==> src/rtl/anti_theft_fsm_multi.sv <==
// Vehicle anti-theft controller for NUM_DOORS door sensors, with an internal 1 Hz countdown timer,
// run-time programmable delays, trigger-door logging and a saturating alarm counter.
module anti_theft_fsm_multi #(
    parameter int NUM_DOORS    = 4,
    parameter int DRIVER_IDX   = 0,
    parameter int TW           = 4,
    parameter int T_ARM_DEF    = 6,
    parameter int T_DRV_DEF    = 8,
    parameter int T_PASS_DEF   = 15,
    parameter int T_ALARM_DEF  = 10,
    parameter int BLINK_PERIOD = 2
) (
    input  logic                         clock,
    input  logic                         reset,
    input  logic                         ignition,
    input  logic [NUM_DOORS-1:0]         door,
    input  logic                         reprogram,
    input  logic                         one_hz_enable,
    input  logic                         prog_we,
    input  logic [1:0]                   prog_sel,
    input  logic [TW-1:0]                prog_val,
    output logic                         status,
    output logic                         siren,
    output logic [2:0]                   state,
    output logic [TW-1:0]                time_left,
    output logic [$clog2(NUM_DOORS)-1:0] trig_door,
    output logic [7:0]                   alarm_count
);

    localparam int DW = $clog2(NUM_DOORS);
    localparam int BW = $clog2(BLINK_PERIOD);
    localparam logic [BW-1:0] BLINK_LAST = BW'(BLINK_PERIOD - 1);

    typedef enum logic [2:0] {
        ARMED      = 3'd0,
        COUNTDOWN  = 3'd1,
        ALARM      = 3'd2,
        ALARM_HOLD = 3'd3,
        DISARMED   = 3'd4,
        WAIT_OPEN  = 3'd5,
        WAIT_CLOSE = 3'd6,
        ARM_DELAY  = 3'd7
    } state_t;

    // Lowest-index open door; scanning downwards lets the lowest index win.
    function automatic logic [DW-1:0] lowest_open(input logic [NUM_DOORS-1:0] d);
        logic [DW-1:0] idx;
        idx = {DW{1'b0}};
        for (int i = NUM_DOORS - 1; i >= 0; i--) begin
            if (d[i]) begin
                idx = DW'(i);
            end else begin
                idx = idx;
            end
        end
        return idx;
    endfunction

    function automatic logic is_timed(input state_t s);
        return (s == COUNTDOWN) || (s == ALARM_HOLD) || (s == ARM_DELAY);
    endfunction

    state_t          state_r;
    state_t          state_nxt_s;
    logic [TW-1:0]   timer_r;
    logic [TW-1:0]   timer_nxt_s;
    logic [BW-1:0]   blink_r;
    logic [BW-1:0]   blink_nxt_s;
    logic [TW-1:0]   t_arm_r;
    logic [TW-1:0]   t_drv_r;
    logic [TW-1:0]   t_pass_r;
    logic [TW-1:0]   t_alarm_r;
    logic [DW-1:0]   trig_r;
    logic [7:0]      alarm_cnt_r;
    logic            status_r;
    logic            siren_r;
    logic            status_nxt_s;
    logic            siren_nxt_s;
    logic            any_door_s;
    logic            drv_door_s;
    logic            expired_s;
    logic            load_s;
    logic [TW-1:0]   load_val_s;
    logic            alarm_inc_s;
    logic            latch_trig_s;

    assign any_door_s = |door;
    assign drv_door_s = door[DRIVER_IDX];
    assign expired_s  = (timer_r == {TW{1'b0}});

    // Next-state decode plus the side effects that belong to each transition.
    always_comb begin
        state_nxt_s  = state_r;
        load_s       = 1'b0;
        load_val_s   = {TW{1'b0}};
        alarm_inc_s  = 1'b0;
        latch_trig_s = 1'b0;
        case (state_r)
            ARMED: begin
                if (any_door_s) begin
                    state_nxt_s  = COUNTDOWN;
                    load_s       = 1'b1;
                    load_val_s   = drv_door_s ? t_drv_r : t_pass_r;
                    latch_trig_s = 1'b1;
                end else if (ignition) begin
                    state_nxt_s = DISARMED;
                end else begin
                    state_nxt_s = ARMED;
                end
            end
            COUNTDOWN: begin
                if (expired_s) begin
                    state_nxt_s = ALARM;
                    alarm_inc_s = 1'b1;
                end else if (reprogram) begin
                    state_nxt_s = ARMED;
                end else if (ignition) begin
                    state_nxt_s = DISARMED;
                end else begin
                    state_nxt_s = COUNTDOWN;
                end
            end
            ALARM: begin
                if (reprogram) begin
                    state_nxt_s = ARMED;
                end else if (!any_door_s) begin
                    state_nxt_s = ALARM_HOLD;
                    load_s      = 1'b1;
                    load_val_s  = t_alarm_r;
                end else begin
                    state_nxt_s = ALARM;
                end
            end
            ALARM_HOLD: begin
                if (any_door_s) begin
                    state_nxt_s = ALARM;
                end else if (expired_s || reprogram) begin
                    state_nxt_s = ARMED;
                end else if (ignition) begin
                    state_nxt_s = DISARMED;
                end else begin
                    state_nxt_s = ALARM_HOLD;
                end
            end
            DISARMED: begin
                if (reprogram) begin
                    state_nxt_s = ARMED;
                end else if (!ignition) begin
                    state_nxt_s = WAIT_OPEN;
                end else begin
                    state_nxt_s = DISARMED;
                end
            end
            WAIT_OPEN: begin
                if (reprogram) begin
                    state_nxt_s = ARMED;
                end else if (ignition) begin
                    state_nxt_s = DISARMED;
                end else if (drv_door_s) begin
                    state_nxt_s = WAIT_CLOSE;
                end else begin
                    state_nxt_s = WAIT_OPEN;
                end
            end
            WAIT_CLOSE: begin
                if (ignition) begin
                    state_nxt_s = DISARMED;
                end else if (!drv_door_s) begin
                    state_nxt_s = ARM_DELAY;
                    load_s      = 1'b1;
                    load_val_s  = t_arm_r;
                end else begin
                    state_nxt_s = WAIT_CLOSE;
                end
            end
            ARM_DELAY: begin
                if (ignition) begin
                    state_nxt_s = DISARMED;
                end else if (drv_door_s) begin
                    state_nxt_s = WAIT_CLOSE;
                end else if (expired_s || reprogram) begin
                    state_nxt_s = ARMED;
                end else begin
                    state_nxt_s = ARM_DELAY;
                end
            end
            default: begin
                state_nxt_s = ARMED;
            end
        endcase
    end

    // Timer: load on entry to a timed state, count down while staying, zero elsewhere.
    always_comb begin
        timer_nxt_s = {TW{1'b0}};
        if (load_s) begin
            timer_nxt_s = load_val_s;
        end else if (is_timed(state_nxt_s) && (state_nxt_s == state_r)) begin
            if (one_hz_enable && !expired_s) begin
                timer_nxt_s = timer_r - {{(TW-1){1'b0}}, 1'b1};
            end else begin
                timer_nxt_s = timer_r;
            end
        end else begin
            timer_nxt_s = {TW{1'b0}};
        end
    end

    // Blink counter only runs while remaining in ARMED; entry or any other state clears it.
    always_comb begin
        blink_nxt_s = {BW{1'b0}};
        if ((state_r == ARMED) && (state_nxt_s == ARMED)) begin
            if (one_hz_enable) begin
                blink_nxt_s = (blink_r == BLINK_LAST) ? {BW{1'b0}} : blink_r + {{(BW-1){1'b0}}, 1'b1};
            end else begin
                blink_nxt_s = blink_r;
            end
        end else begin
            blink_nxt_s = {BW{1'b0}};
        end
    end

    // Moore outputs decoded from the next state so the registered copies track state_r exactly.
    always_comb begin
        status_nxt_s = 1'b0;
        siren_nxt_s  = 1'b0;
        case (state_nxt_s)
            ARMED: begin
                status_nxt_s = (blink_nxt_s == BLINK_LAST);
                siren_nxt_s  = 1'b0;
            end
            COUNTDOWN: begin
                status_nxt_s = 1'b1;
                siren_nxt_s  = 1'b0;
            end
            ALARM, ALARM_HOLD: begin
                status_nxt_s = 1'b1;
                siren_nxt_s  = 1'b1;
            end
            default: begin
                status_nxt_s = 1'b0;
                siren_nxt_s  = 1'b0;
            end
        endcase
    end

    // State, timer, blink, trigger log, alarm counter and output registers.
    always_ff @(posedge clock or negedge reset) begin
        if (!reset) begin
            state_r     <= ARMED;
            timer_r     <= {TW{1'b0}};
            blink_r     <= {BW{1'b0}};
            trig_r      <= {DW{1'b0}};
            alarm_cnt_r <= 8'd0;
            status_r    <= 1'b0;
            siren_r     <= 1'b0;
        end else begin
            state_r  <= state_nxt_s;
            timer_r  <= timer_nxt_s;
            blink_r  <= blink_nxt_s;
            status_r <= status_nxt_s;
            siren_r  <= siren_nxt_s;
            if (latch_trig_s) begin
                trig_r <= lowest_open(door);
            end
            if (alarm_inc_s && (alarm_cnt_r != 8'd255)) begin
                alarm_cnt_r <= alarm_cnt_r + 8'd1;
            end
        end
    end

    // Programmable time registers; a zero write is dropped so a delay can never be disabled.
    always_ff @(posedge clock or negedge reset) begin
        if (!reset) begin
            t_arm_r   <= TW'(T_ARM_DEF);
            t_drv_r   <= TW'(T_DRV_DEF);
            t_pass_r  <= TW'(T_PASS_DEF);
            t_alarm_r <= TW'(T_ALARM_DEF);
        end else if (prog_we && (prog_val != {TW{1'b0}})) begin
            case (prog_sel)
                2'd0:    t_arm_r   <= prog_val;
                2'd1:    t_drv_r   <= prog_val;
                2'd2:    t_pass_r  <= prog_val;
                2'd3:    t_alarm_r <= prog_val;
                default: t_arm_r   <= t_arm_r;
            endcase
        end
    end

    assign state       = state_r;
    assign time_left   = timer_r;
    assign trig_door   = trig_r;
    assign alarm_count = alarm_cnt_r;
    assign status      = status_r;
    assign siren       = siren_r;

endmodule
==> config.mk <==
export PLATFORM = sky130hd
export DESIGN_NAME = anti_theft_fsm_multi
export DESIGN_NICKNAME = d
export VERILOG_FILES = /design/src/rtl/anti_theft_fsm_multi.sv
export SDC_FILE = /design/constraint.sdc
export NUM_CORES = 1
export LEC_CHECK = 0
export ABC_AREA = 1
export CORE_MARGIN = 4
export CORE_UTILIZATION = 47
export DETAILED_ROUTE_END_ITERATION = 6
export GPL_TIMING_DRIVEN = 0
export PLACE_DENSITY = 0.75
export SLEW_MARGIN = 5
export SYNTH_ARGS = -nofsm -noshare
export SYNTH_HDL_FRONTEND = slang
export SYNTH_SLANG_ARGS = --single-unit
==> constraint.sdc <==
create_clock -name clock -period 1.7 [get_ports clock]
set_input_delay 0.34 -clock clock [delete_from_list [all_inputs] [get_ports clock]]
set_output_delay 0.34 -clock clock [all_outputs]
set_load 0.005 [all_outputs]
# Word level (Yosys, flattened, before mapping)
# Index checks and enable logic that the tools add are counted.
dict set report word_totals {
  output_inout_bits 19
  reg_bits 36
}
dict set report op_classes {
  mux 49
  n_eq_ne 17
  n_reduce_logical 21
  add_sub_neg 3
}
# operator count
set op_table {}
lappend op_table {{3-bit two-way mux} 13}
lappend op_table {{4-bit two-way mux} 9}
lappend op_table {{3-bit one-hot mux with 8 select lines} 1}
lappend op_table {{2-bit two-way mux} 8}
lappend op_table {{3-bit equality test, second input constant} 5}
lappend op_table {{1-bit two-way mux} 15}
lappend op_table {{3-bit by 2-bit equality test with 1-bit output, second input constant} 4}
lappend op_table {{4-bit one-hot mux with 3 select lines} 1}
lappend op_table {{8-bit by 1-bit adder with 8-bit output, second input constant} 1}
lappend op_table {{8-bit inequality test, second input constant} 1}
lappend op_table {{2-bit AND reduction} 4}
lappend op_table {{3-bit by 1-bit equality test with 1-bit output, second input constant} 2}
lappend op_table {{3-bit zero test} 2}
lappend op_table {{1-bit logical AND} 5}
lappend op_table {{2-bit equality test, second input constant} 2}
lappend op_table {{4-bit zero test} 1}
lappend op_table {{4-bit nonzero test} 1}
lappend op_table {{4-bit OR reduction} 1}
lappend op_table {{4-bit by 1-bit subtractor with 4-bit output, second input constant} 1}
lappend op_table {{3-bit equality test} 1}
lappend op_table {{1-bit logical OR} 3}
lappend op_table {{3-bit by 2-bit inequality test with 1-bit output, second input constant} 1}
lappend op_table {{1-bit one-hot mux with 3 select lines} 1}
lappend op_table {{3-bit OR reduction} 1}
lappend op_table {{6 further kinds} 6}

# Logic depth before layout (Yosys ltp)
# Gate-level depths: netlist (run 1).
dict set report logic_depth {
  ltp_word 12
  ltp_mapped 13
  depth_no_buf 13
}

# Least setup slack after synthesis (run 1)
# No wires, ideal clock.
dict set report synth_timing {
  kind {reg-to-reg}
  start {register alarm_cnt_r[0], in the netlist alarm_count[0]}
  end {register alarm_cnt_r[1], in the netlist alarm_count[1]}
  synth_period_minus_slack_ns 1.580
  setup_time_ns 0.125
  t_arrival_ns 1.455
  slack_ns 0.120
  t_required_ns 1.575
  n_path_buf 0
  path_stages_with_launch 7
  cell_sequence {dfrtp_1 ha_1 nand3_1 nor3b_2 nand3_1 nand2_1 mux2_2}
}
dict set report synth_via {
  elab_chain_len 2
}
# element line
set synth_lines {}
lappend synth_lines {{from (decl)} 74} ;# logic [7:0] alarm_cnt_r;
lappend synth_lines {{from (signal assigned)} 267} ;# alarm_cnt_r <= alarm_cnt_r + 8'd1;
lappend synth_lines {{parallel branches: the longest is 2 deep, another holds 8-bit by 1-bit adder with 8-bit output} --}
# Parallel ways; which one is timed is not known.
# A chain may end at the register's enable or synchronous reset.

# Worst setup path in the final report (run 1)
dict set report layout_timing {
  start {input prog_val[3]}
  end {register t_pass_r[2]}
}
dict set report layout_via {
  elab_chain_len 3
}
# element line
set layout_lines {}
lappend layout_lines {{from (decl)} 21} ;# input logic [TW-1:0] prog_val,
lappend layout_lines {{4-bit nonzero test} 279} ;# end else if (prog_we && (prog_val != {TW{1'b0}})) begin
lappend layout_lines {{1-bit logical AND} 279}
lappend layout_lines {{2-bit AND reduction (no source line)} --}
lappend layout_lines {{to (signal assigned)} 277} ;# t_pass_r <= TW'(T_PASS_DEF);
lappend layout_lines {{to (signal assigned)} 283} ;# 2'd2: t_pass_r <= prog_val;
lappend layout_lines {{to (decl)} 71} ;# logic [TW-1:0] t_pass_r;
# No other way between the ends.

==> reports/qor.csv, run 1 <==
stage,metric,value,unit
outcome,status,"finished, violations left",
outcome,violations,negative setup slack,
floorplan,io_pins,35,
synthesis,async_flop_share,1.000,
sta,setup_ws,-0.008840,ns
sta,slew_headroom,0.4794,
cts,h-tree-depth,2,
setup_path,max_stage_delay,0.58,ns
sta,fmax,585.2,MHz
min_path,hold_path.class,primary input to async pin,
power_and_ir_drop,p_total,3815,uW
sta,setup_viol_count_final,2,
detailed_routing,avgViaCountPerCell,5.020,
cells_and_area,area_growth,34.03,%
detailed_routing,ant_nets,0,
synthesis,synth_edf_count,0,
placement,dp.cells,336,
setup_path,cp_max_fo,8,
detailed_routing,routed_wl,4.377,mm
cells_and_area,final_core_util,0.6593,
detailed_routing,wl_per_cell,12.33,um
floorplan,start_util,0.4919,
global_routing,grt_pass1_wl,7.038,mm
synthesis,synth_area_per_cell,7.834,um2
global_routing,overflow,0,
global_routing,grt_max_degree,37,
sta,setup_tns,-0.01344,ns
job,max_cap_viol_count,0,
power_and_ir_drop,p_leak,0.001248,uW
cts,cts_made_buffers,5,
synthesis,syn_inst,253,
sta,rsz0062_at_grt,yes,
detailed_routing,drt_iter0_markers,79,
detailed_routing,drc_errors,0,
setup_path,worstSetupStartpointType,primary input,
synthesis,ys_ff_latch,36,
cells_and_area,final_cells,355,
synthesis,synth_area,1982,um2
floorplan,rows,23,
synthesis,synth.distinct_cells,31,
cts,clk_pin_slew_worst_paths,0.07,ns
synthesis,ys.flop_type,dfrtp_1,
floorplan,die_h,72.94,um
synthesis,yosys_warnings,0,
sta,maxSlewViolCount,0,
cts,ctsHoldBuffers,0,
cts,root_buffer,clkbuf_8,
sta,period_share,1.005,
cells_and_area,fin_nets,322,
cts,clk_latency,0.29,ns
cells_and_area,fill_cells,343,
global_routing,grt_pass1_vias,1590,
setup_path,crit_slowest_cell,clkdlybuf4s50_1,
detailed_routing,dr_total_vias,1782,
cts,clockBufferDepth,2,
placement,finalWeightedCongestion,0.8813,
placement,dpl.hpwl,3.099,mm
cts,cts_num_sinks,36,
global_routing,antenna_found_initial,0,
setup_path,path_buf_inv,1,
setup_path,critical_path_class,primary input to register,
floorplan,core,4029,um2
detailed_routing,first_pass_iters,4,
placement,port_buffers,33,
cells_and_area,drive_gt1_frac,0.2295,
cts,cts_tree,yes,
setup_path,cp_cell_sequence,"clkdlybuf4s50_1, or3_1, o21ai_2, nor3_1, nand2_1, o21ai_0",
setup_path,endpoint_kind,register,
global_routing,grt.total_usage,0.1726,
setup_path,cp.arrival,1.92,ns
setup_path,cp_top_family,simple AND/OR/NAND/NOR gates,
sta,tightest_slew,0.7809,ns
sta,period_minus_slack,1.709,ns
synthesis,synth_nets,271,
power_and_ir_drop,ir_worst_vdd,0.8295,mV
sta,hold_viol,0,
setup_path,required,1.91,ns
synthesis,synth.yosys.seq_area_share,0.4602,
floorplan,die_w,72.94,um
sta,finClkSkew,0.007355,ns
floorplan,die_area,5320,um2
power_and_ir_drop,cellPowerDensity,1436,nW/um2
cells_and_area,antenna_cells,0,
## kinds of logic after synthesis
logic type	count (synthesis)	share of synthesized area
buffers and inverters	45	0.09596
AOI/OAI and AO/OA	38	0.1029
xor gates and xnor gates	9	0.03977
muxes	1	0.005681
DFF	36	0.4602
and+or+nand+nor	122	0.2828
adders and majority gates	2	0.01262
## path summary, 6_finish.rpt
path	endpoint	startpoint	slack (ns)	depth (start not counted)
max	t_pass_r[2]$_DFFE_PN1P_	prog_val[3]	-0.009	6
min reg2reg	t_drv_r[3]$_DFFE_PN1P_	t_drv_r[3]$_DFFE_PN1P_	0.48	2
min	alarm_count[2]$_DFFE_PN0P_	reset	0.12	1
max in group asynchronous	state[1]$_DFF_PN0_	reset	1.04	1
max reg2reg	alarm_count[1]$_DFFE_PN0P_	alarm_count[0]$_DFFE_PN0P_	0.06	6
min in group clock	trig_door[1]$_DFFE_PN0P_	door[0]	0.41	4
## worst register-to-register path, cell delays in order (launching register included)
cell	delay [ns]
dfrtp_1	0.41
ha_2	0.22
nand3_2	0.10
nor3b_2	0.25
nand3_2	0.12
nand2_2	0.13
mux2_4	0.30
## metrics by stage
| stage | hold slack [ns] | setup WS, ns | area [um2] |
|---|---|---|---|
| global placement | 0.4657 | -0.5006 | 2375 |
| detailed placement | 0.4667 | -0.3816 | 2370 |
| global route | 0.1936 | -0.1838 | 2656 |
| floorplan | 0.04441 | 0.1201 | 1982 |
| finish | 0.1236 | -0.008840 | 2656 |
| CTS | 0.1426 | -0.005617 | 2504 |
## layout make-up
cell class	count	area (um2)	area share
buffer	5	42.54	0.01602
clock buffer	6	72.57	0.02732
clock inverter	2	35.03	0.01319
inverter	40	150.1	0.05652
multi-input combinational	172	969.7	0.3650
sequential	36	913.4	0.3439
tap	50	62.56	0.02355
timing repair buffer	44	410.4	0.1545
## layer usage
metal / GRT usage / share of wire
met5: 0 / 0
met4: 0.06352 / 0.018
met3: 0.05372 / 0.052
met2: 0.2735 / 0.48
met1: 0.2215 / 0.45
## report_power, final
part           leakage (uW)  switching (uW)  total, uW  internal (uW)
registers          0.000440             163       1280           1110
clock network     0.0000552             305        741            435
logic              0.000752             919       1800            879
total               0.00125            1390       3820           2430
## registers in the layout, summed over array words and instances, names as in the netlist
signal	count
t_alarm_r	4
t_drv_r	4
siren	1
t_pass_r	4
time_left	4
status	1
alarm_count	8
t_arm_r	4
trig_door	2
state	3
blink_r	1
## cell usage in the layout (no fill, tap or decap), types with 3 or more instances in the layout
master	netlist	routed
nand2_1	59	55
inv_1	38	37
clkdlybuf4s50_1	0	29
dfrtp_1	27	26
o21ai_0	23	22
nor2_1	22	17
buf_4	1	14
nand3_1	15	13
dfstp_2	9	9
nor2_2	3	7
nor3_1	8	7
nand2_2	3	6
a21oi_1	5	5
xor2_1	5	5
clkbuf_8	0	5
nand3_2	2	4
xnor2_1	4	4
o22ai_1	4	4
nand4_1	4	4
inv_2	2	3
o21ai_1	4	3
## repair_timing
action,4_1_cts,5_1_grt
setup endpoints to repair,13,22
pin swaps,0,10
hold endpoints to repair,0,0
setup buffers,1,10
gates resized for setup,5,26
## cell usage after synthesis (2+ instances only)
library cell,n,area [um2]
inv_1,38,142.6
nor2_1,22,82.58
o22ai_1,4,25.02
dfstp_2,9,236.5
o21ai_1,4,20.02
nand3_1,15,75.07
nand2_1,59,221.5
nand3_2,2,20.02
a21oi_1,5,25.02
xor2_1,5,43.79
buf_2,2,10.01
ha_1,2,25.02
xnor2_1,4,35.03
inv_2,2,7.510
nor2_2,3,18.77
nand4_1,4,25.02
buf_6,2,22.52
nor3_1,8,40.04
o21ai_0,23,115.1
nand2_2,3,18.77
dfrtp_1,27,675.7
No activity file was read; power rests on OpenSTA's default activity.
==> run 2: changes to the inputs <==
Settings changed: CORE_UTILIZATION 47 to 52, PLACE_DENSITY 0.75 to 0.79.
Clock period 1.7 ns to 1.8 ns, I/O delays scaled along.
==> reports/qor.csv, run 2 (synthesis gave the netlist of run 1 again) <==
stage,metric,value,unit
detailed_routing,wl_per_cell,12.11,um
setup_path,max_stage_delay,0.56,ns
setup_path,critical_path_class,register to primary output,
cells_and_area,multi_input_area,942.2,um2
power_and_ir_drop,p_leak,0.001172,uW
setup_path,required,1.44,ns
cells_and_area,drive_gt1_frac,0.1797,
cts,cts_num_sinks,36,
setup_path,worst_r2r_endpoint,time_left[2]$_DFFE_PN0P_,
setup_path,cp_cell_sequence,clkdlybuf4s50_1,
detailed_routing,ant_nets,0,
min_path,hold_path.class,primary input to async pin,
setup_path,cp_top_family,buffers and inverters,
floorplan,die_h,69.74,um
cells_and_area,fill_cells,313,
power_and_ir_drop,ir_worst_vdd,0.7184,mV
sta,tightest_slew,0.7969,ns
cts,h-tree-depth,2,
setup_path,ff2ff_path_depth,11,
cells_and_area,regArea,912.1,um2
cts,root_buffer,clkbuf_8,
setup_path,endpoint_kind,primary output,
floorplan,rows,22,
global_routing,grt_pass1_vias,1512,
sta,slew_headroom,0.4687,
cts,clk_pin_slew_worst_paths,0.07,ns
sta,rsz0062_at_grt,no,
global_routing,grt.total_usage,0.1848,
cts,cts_made_buffers,5,
detailed_routing,routed_wl,4.155,mm
setup_path,startpoint,state[1]$_DFF_PN0_,
placement,dpl.hpwl,3.058,mm
outcome,status,finished clean,
cts,clk_latency,0.29,ns
placement,preCtsSetupSlack,-0.3101,ns
detailed_routing,first_pass_iters,4,
floorplan,core,3661,um2
sta,fmax,584.8,MHz
global_routing,overflow,0,
floorplan,start_util,0.5414,
placement,dp.cells,334,
sta,maxSlewViolCount,0,
setup_path,path_buf_inv,1,
global_routing,grt_max_degree,37,
cells_and_area,final_common_cell,nand2_1,
setup_path,crit_slowest_cell,clkdlybuf4s50_1,
setup_path,worstSetupStartpointType,register,
cells_and_area,layout_common_cells,"nand2_1, inv_1, clkdlybuf4s50_1, dfrtp_1, o21ai_0",
detailed_routing,avgViaCountPerCell,5.023,
sta,period_share,0.9500,
cts,clockBufferDepth,2,
cells_and_area,area_growth,27.65,%
sta,setup_viol_count_final,0,
cells_and_area,largest_register_ffs,8,
cells_and_area,final_cells,343,
setup_path,cp.arrival,1.35,ns
power_and_ir_drop,p_total,3295,uW
sta,setup_ws,0.09005,ns
sta,finClkSkew,0.003655,ns
cells_and_area,fin_nets,312,
cts,cts_tree,yes,
job,max_cap_viol_count,0,
sta,period_minus_slack,1.710,ns
setup_path,r2r_slack,0.16,ns
placement,port_buffers,33,
floorplan,die_area,4863,um2
floorplan,io_pins,35,
setup_path,cp-endpoint,state[1],
setup_path,timing.rr.start,time_left[0]$_DFFE_PN0P_,
detailed_routing,drc_errors,0,
global_routing,grt_pass1_wl,7.100,mm
floorplan,die_w,69.74,um
setup_path,cp_max_fo,7,
global_routing,antenna_found_initial,0,
detailed_routing,drt_iter0_markers,85,
cells_and_area,antenna_cells,0,
detailed_routing,dr_total_vias,1723,
sta,hold_viol,0,
placement,finalWeightedCongestion,0.8898,
power_and_ir_drop,cellPowerDensity,1302,nW/um2
setup_path,cp_num_cells,1,
sta,hold_ws,0.1534,ns
[run 2: worst min path at each step]
stage | startpoint | to | cells after the start
after detailed placement | t_drv_r[3]$_DFFE_PN1P_ | t_drv_r[3]$_DFFE_PN1P_ | 2
after floorplan | reset | alarm_count[0]$_DFFE_PN0P_ | 0
final | reset | alarm_count[5]$_DFFE_PN0P_ | 1
after global routing | reset | alarm_count[3]$_DFFE_PN0P_ | 1
after global placement | t_drv_r[3]$_DFFE_PN1P_ | t_drv_r[3]$_DFFE_PN1P_ | 2
after CTS | reset | t_drv_r[1]$_DFFE_PN0P_ | 1
[run 2: cell type report]
type                       count  share of cell area
multi-input combinational    172              0.3724
sequential                    36              0.3605
timing repair buffer          34              0.1316
inverter                      40             0.05935
clock buffer                   6             0.03264
tap                           48             0.02374
buffer                         5             0.01583
clock inverter                 2            0.003956
[run 2: worst reg2reg max path, stage by stage (launching register included)]
cell	delay, ns
dfrtp_1	0.39
inv_1	0.08
ha_2	0.21
nand2_4	0.10
nand2_2	0.08
nor2_2	0.11
nand2_1	0.08
nand4_2	0.09
buf_6	0.14
nand3_2	0.09
nand2_1	0.11
nand2_1	0.05
[run 2: metrics by stage]
stage | util | TNS, ns | area (um2)
floorplan | - | 0 | 1982
global placement | 0.6480 | -16.54 | 2372
detailed placement | 0.6466 | -4.682 | 2367
CTS | 0.6733 | 0 | 2465
global route | 0.6910 | 0 | 2530
finish | 0.6910 | 0 | 2530
[run 2: metal layers]
metal	global-route usage	routed length, um
met5	0	0
met1	0.2406	1860
met3	0.05507	250
met2	0.2934	1962
met4	0.06383	82
[run 2: power by group]
group	switching [uW]	leakage, uW	internal [uW]
Combinational	808	0.000680	701
Clock	287	0.0000510	305
Sequential	143	0.000442	1050
[run 2: what timing repair did]
item | CTS | global route
hold buffers | 0 | 0
setup buffers | 0 | 1
endpoints found under the setup margin | 1 | 21
pin swaps | 0 | 1
resized for setup | 1 | 15
==> run 3: changes to the inputs <==
Settings changed: SKIP_LAST_GASP set to 1.
==> results of run 3 <==
Final layout, timing and power as in run 2 (identical DEF).
==> variant, RTL diff (settings of run 1) <==
Add an input register stage for `door`, with the module's reset; this delays it by one clock. The other inputs are not delayed to match.
--- a/src/rtl/anti_theft_fsm_multi.sv
+++ b/src/rtl/anti_theft_fsm_multi.sv
@@ -44,2 +44,12 @@
 
+    logic [NUM_DOORS-1:0] door_q;
+
+    always_ff @(posedge clock or negedge reset) begin
+        if (!reset) begin
+            door_q <= '0;
+        end else begin
+            door_q <= door;
+        end
+    end
+
     // Lowest-index open door; scanning downwards lets the lowest index win.
@@ -86,4 +96,4 @@
 
-    assign any_door_s = |door;
-    assign drv_door_s = door[DRIVER_IDX];
+    assign any_door_s = |door_q;
+    assign drv_door_s = door_q[DRIVER_IDX];
     assign expired_s  = (timer_r == {TW{1'b0}});
@@ -263,3 +273,3 @@
             if (latch_trig_s) begin
-                trig_r <= lowest_open(door);
+                trig_r <= lowest_open(door_q);
             end
Formal check against the unedited RTL: not equivalent (Yosys sat finds a counterexample within 4 cycles, from zero or initial values and one cycle with reset low).
==> variant against run 1 <==
The flow still finishes with violations (setup timing). Via count is 8.2% higher. Sequential cell count is 4 higher. Cell area increased by 13%. Synthesized cell count increased by 2.4%. Cell count increased by 4.2%. Routed wire length is 21% higher. Combinational power increased by 38%. Register-to-register slack worse by 110 ps. Utilization increased by 6.6 points. Synthesized area rose by 5.4%. Worst setup slack worse by 44 ps. Total power is 19% higher.
==> variant: results (changes against run 1) <==
worst_slew_pin_slew_ps: 442  # -339 ps
first_pass_iters: 5  # +1
fin_skew_ps: 3.55  # -3.80 ps
synth_xor_area_frac: 0.0377  # -0.00205
synth_seq_area_share: 0.484  # +0.0242
hold_path_class: "in2async"
cellLeakagePower_nw: 1.42  # +14%
synth_nets: 277  # +2.2%
post_route_cells_drive_above_1_share: 0.322  # +0.0924
layout_setup_ws_ps: -52.7  # -43.9 ps
wl_met2_mm: 2.69  # +28%
ir_drop_mv: 1.05  # +26%
grt_pass1_wl_mm: 7.46  # +6.0%
max_stage_delay_ps: 430  # -150 ps
viasPerCell: 5.21  # +3.8%
drtIter0Drc: 119  # +51%
gp_congestion: 0.913  # +3.6%
dp_hpwl_mm: 3.31  # +6.9%
grt_pass1_vias: 1730  # +8.8%
setup_viol: 4  # +2
place_area_mm2: 0.00251  # +5.8%
arrival_ps: 1940  # +20 ps
nets: 337  # +4.7%
cts_hold_buf: 1  # +1
met3_usage: 0.0427  # -0.0110
violations: "setup timing"
portBuffers: 34  # +3.0%
synth_compound_area_frac: 0.107  # +0.00428
use_met1: 0.242  # +0.0205
synth_area_leaders: "dfrtp_1 37%, dfstp_2 11%, nand2_1 11%, inv_1 7.4%, o21ai_0 5.7%"
synthAdderAreaFrac: 0.0120  # -0.000650
wl_met3_um: 234  # +2.6%
drt_wl_total_mm: 5.29  # +21%
post_cts_resized: 23  # +18
fillers: 310  # -9.6%
muxShareOfSynthArea: 0.00539  # -0.000293
gr-usage-met2: 0.267  # -0.00623
status: "finished with violations"
synth_common_cells: "59 x nand2_1, 41 x inv_1, 31 x dfrtp_1"
crit_slowest_cell: "dfrtp_2"
met1_length_mm: 2.26  # +15%
switching_share: 0.411  # +0.0479
path_max_fanout: 5  # -3
num_antenna_cells: 0  # unchanged
synth_cell_types: 29  # -6.5%
grt_max_degree: 29  # -22%
postCtsSetupBuffers: 8  # +7
synthArstFlopShare: 1.00  # unchanged
gr-usage-all-layers: 0.178  # +0.00499
## variant: changes by cell type after synthesis, moves of 3 or more
cell     before  now
o21ai_1       4    0
inv_1        38   41
nor3_1        8    5
dfrtp_1      27   31
## variant: worst paths after layout
path                       startpoint           end  slack (ps)  depth (start not counted)
hold / removal                  reset  trig_door[1]         470                          2
setup / recovery             state[0]  time_left[0]         -50                         11
hold reg to reg            t_drv_r[3]    t_drv_r[3]         490                          2
max in group asynchronous       reset    t_drv_r[3]         700                          3
setup reg to reg             state[0]  time_left[0]         -50                         11
min in group clock            door[1]     door_q[1]         480                          1
## variant: worst register-to-register path: stages, from the launching register on
cell and delay (ps):
dfrtp_2 430, buf_6 140, nand2_4 60, nor2_4 130, inv_2 40, o21ai_2 60
nand3b_1 170, a21oi_4 240, buf_6 160, nand3_4 90, nand2_1 80, nand2_1 50
## variant: power by group through the flow
| stage | Combinational, W | Clock (W) | Sequential [W] |
|---|---|---|---|
| 2_1_floorplan | 0.00104 | 0 | 0.00142 |
| 3_3_place_gp | 0.00161 | 0 | 0.00143 |
| 3_5_place_dp | 0.00164 | 0 | 0.00144 |
| 4_1_cts | 0.00186 | 0.000668 | 0.00141 |
| 5_1_grt | 0.00270 | 0.000718 | 0.00144 |
| 6_report | 0.00248 | 0.000654 | 0.00141 |
## variant: final cells by class
class,count,area share
multi-input cells,174,0.383
repair buffers,52,0.164
clock buffers,7,0.0287
plain buffers,2,0.00541
flip-flops and latches,40,0.338
inverters,44,0.0574
clock inverters,1,0.00250
well taps,50,0.0208
## variant: metrics by stage
step                worst slack (ps)  TNS (ps)  cells  utilization
finish                         -52.7      -163    370        0.726
CTS                             4.29         0    362        0.660
detailed placement              -439     -8360    344        0.605
global route                    -121      -617    370        0.726
floorplan                       80.1         0    259            -
global placement                -684    -31110    343        0.601
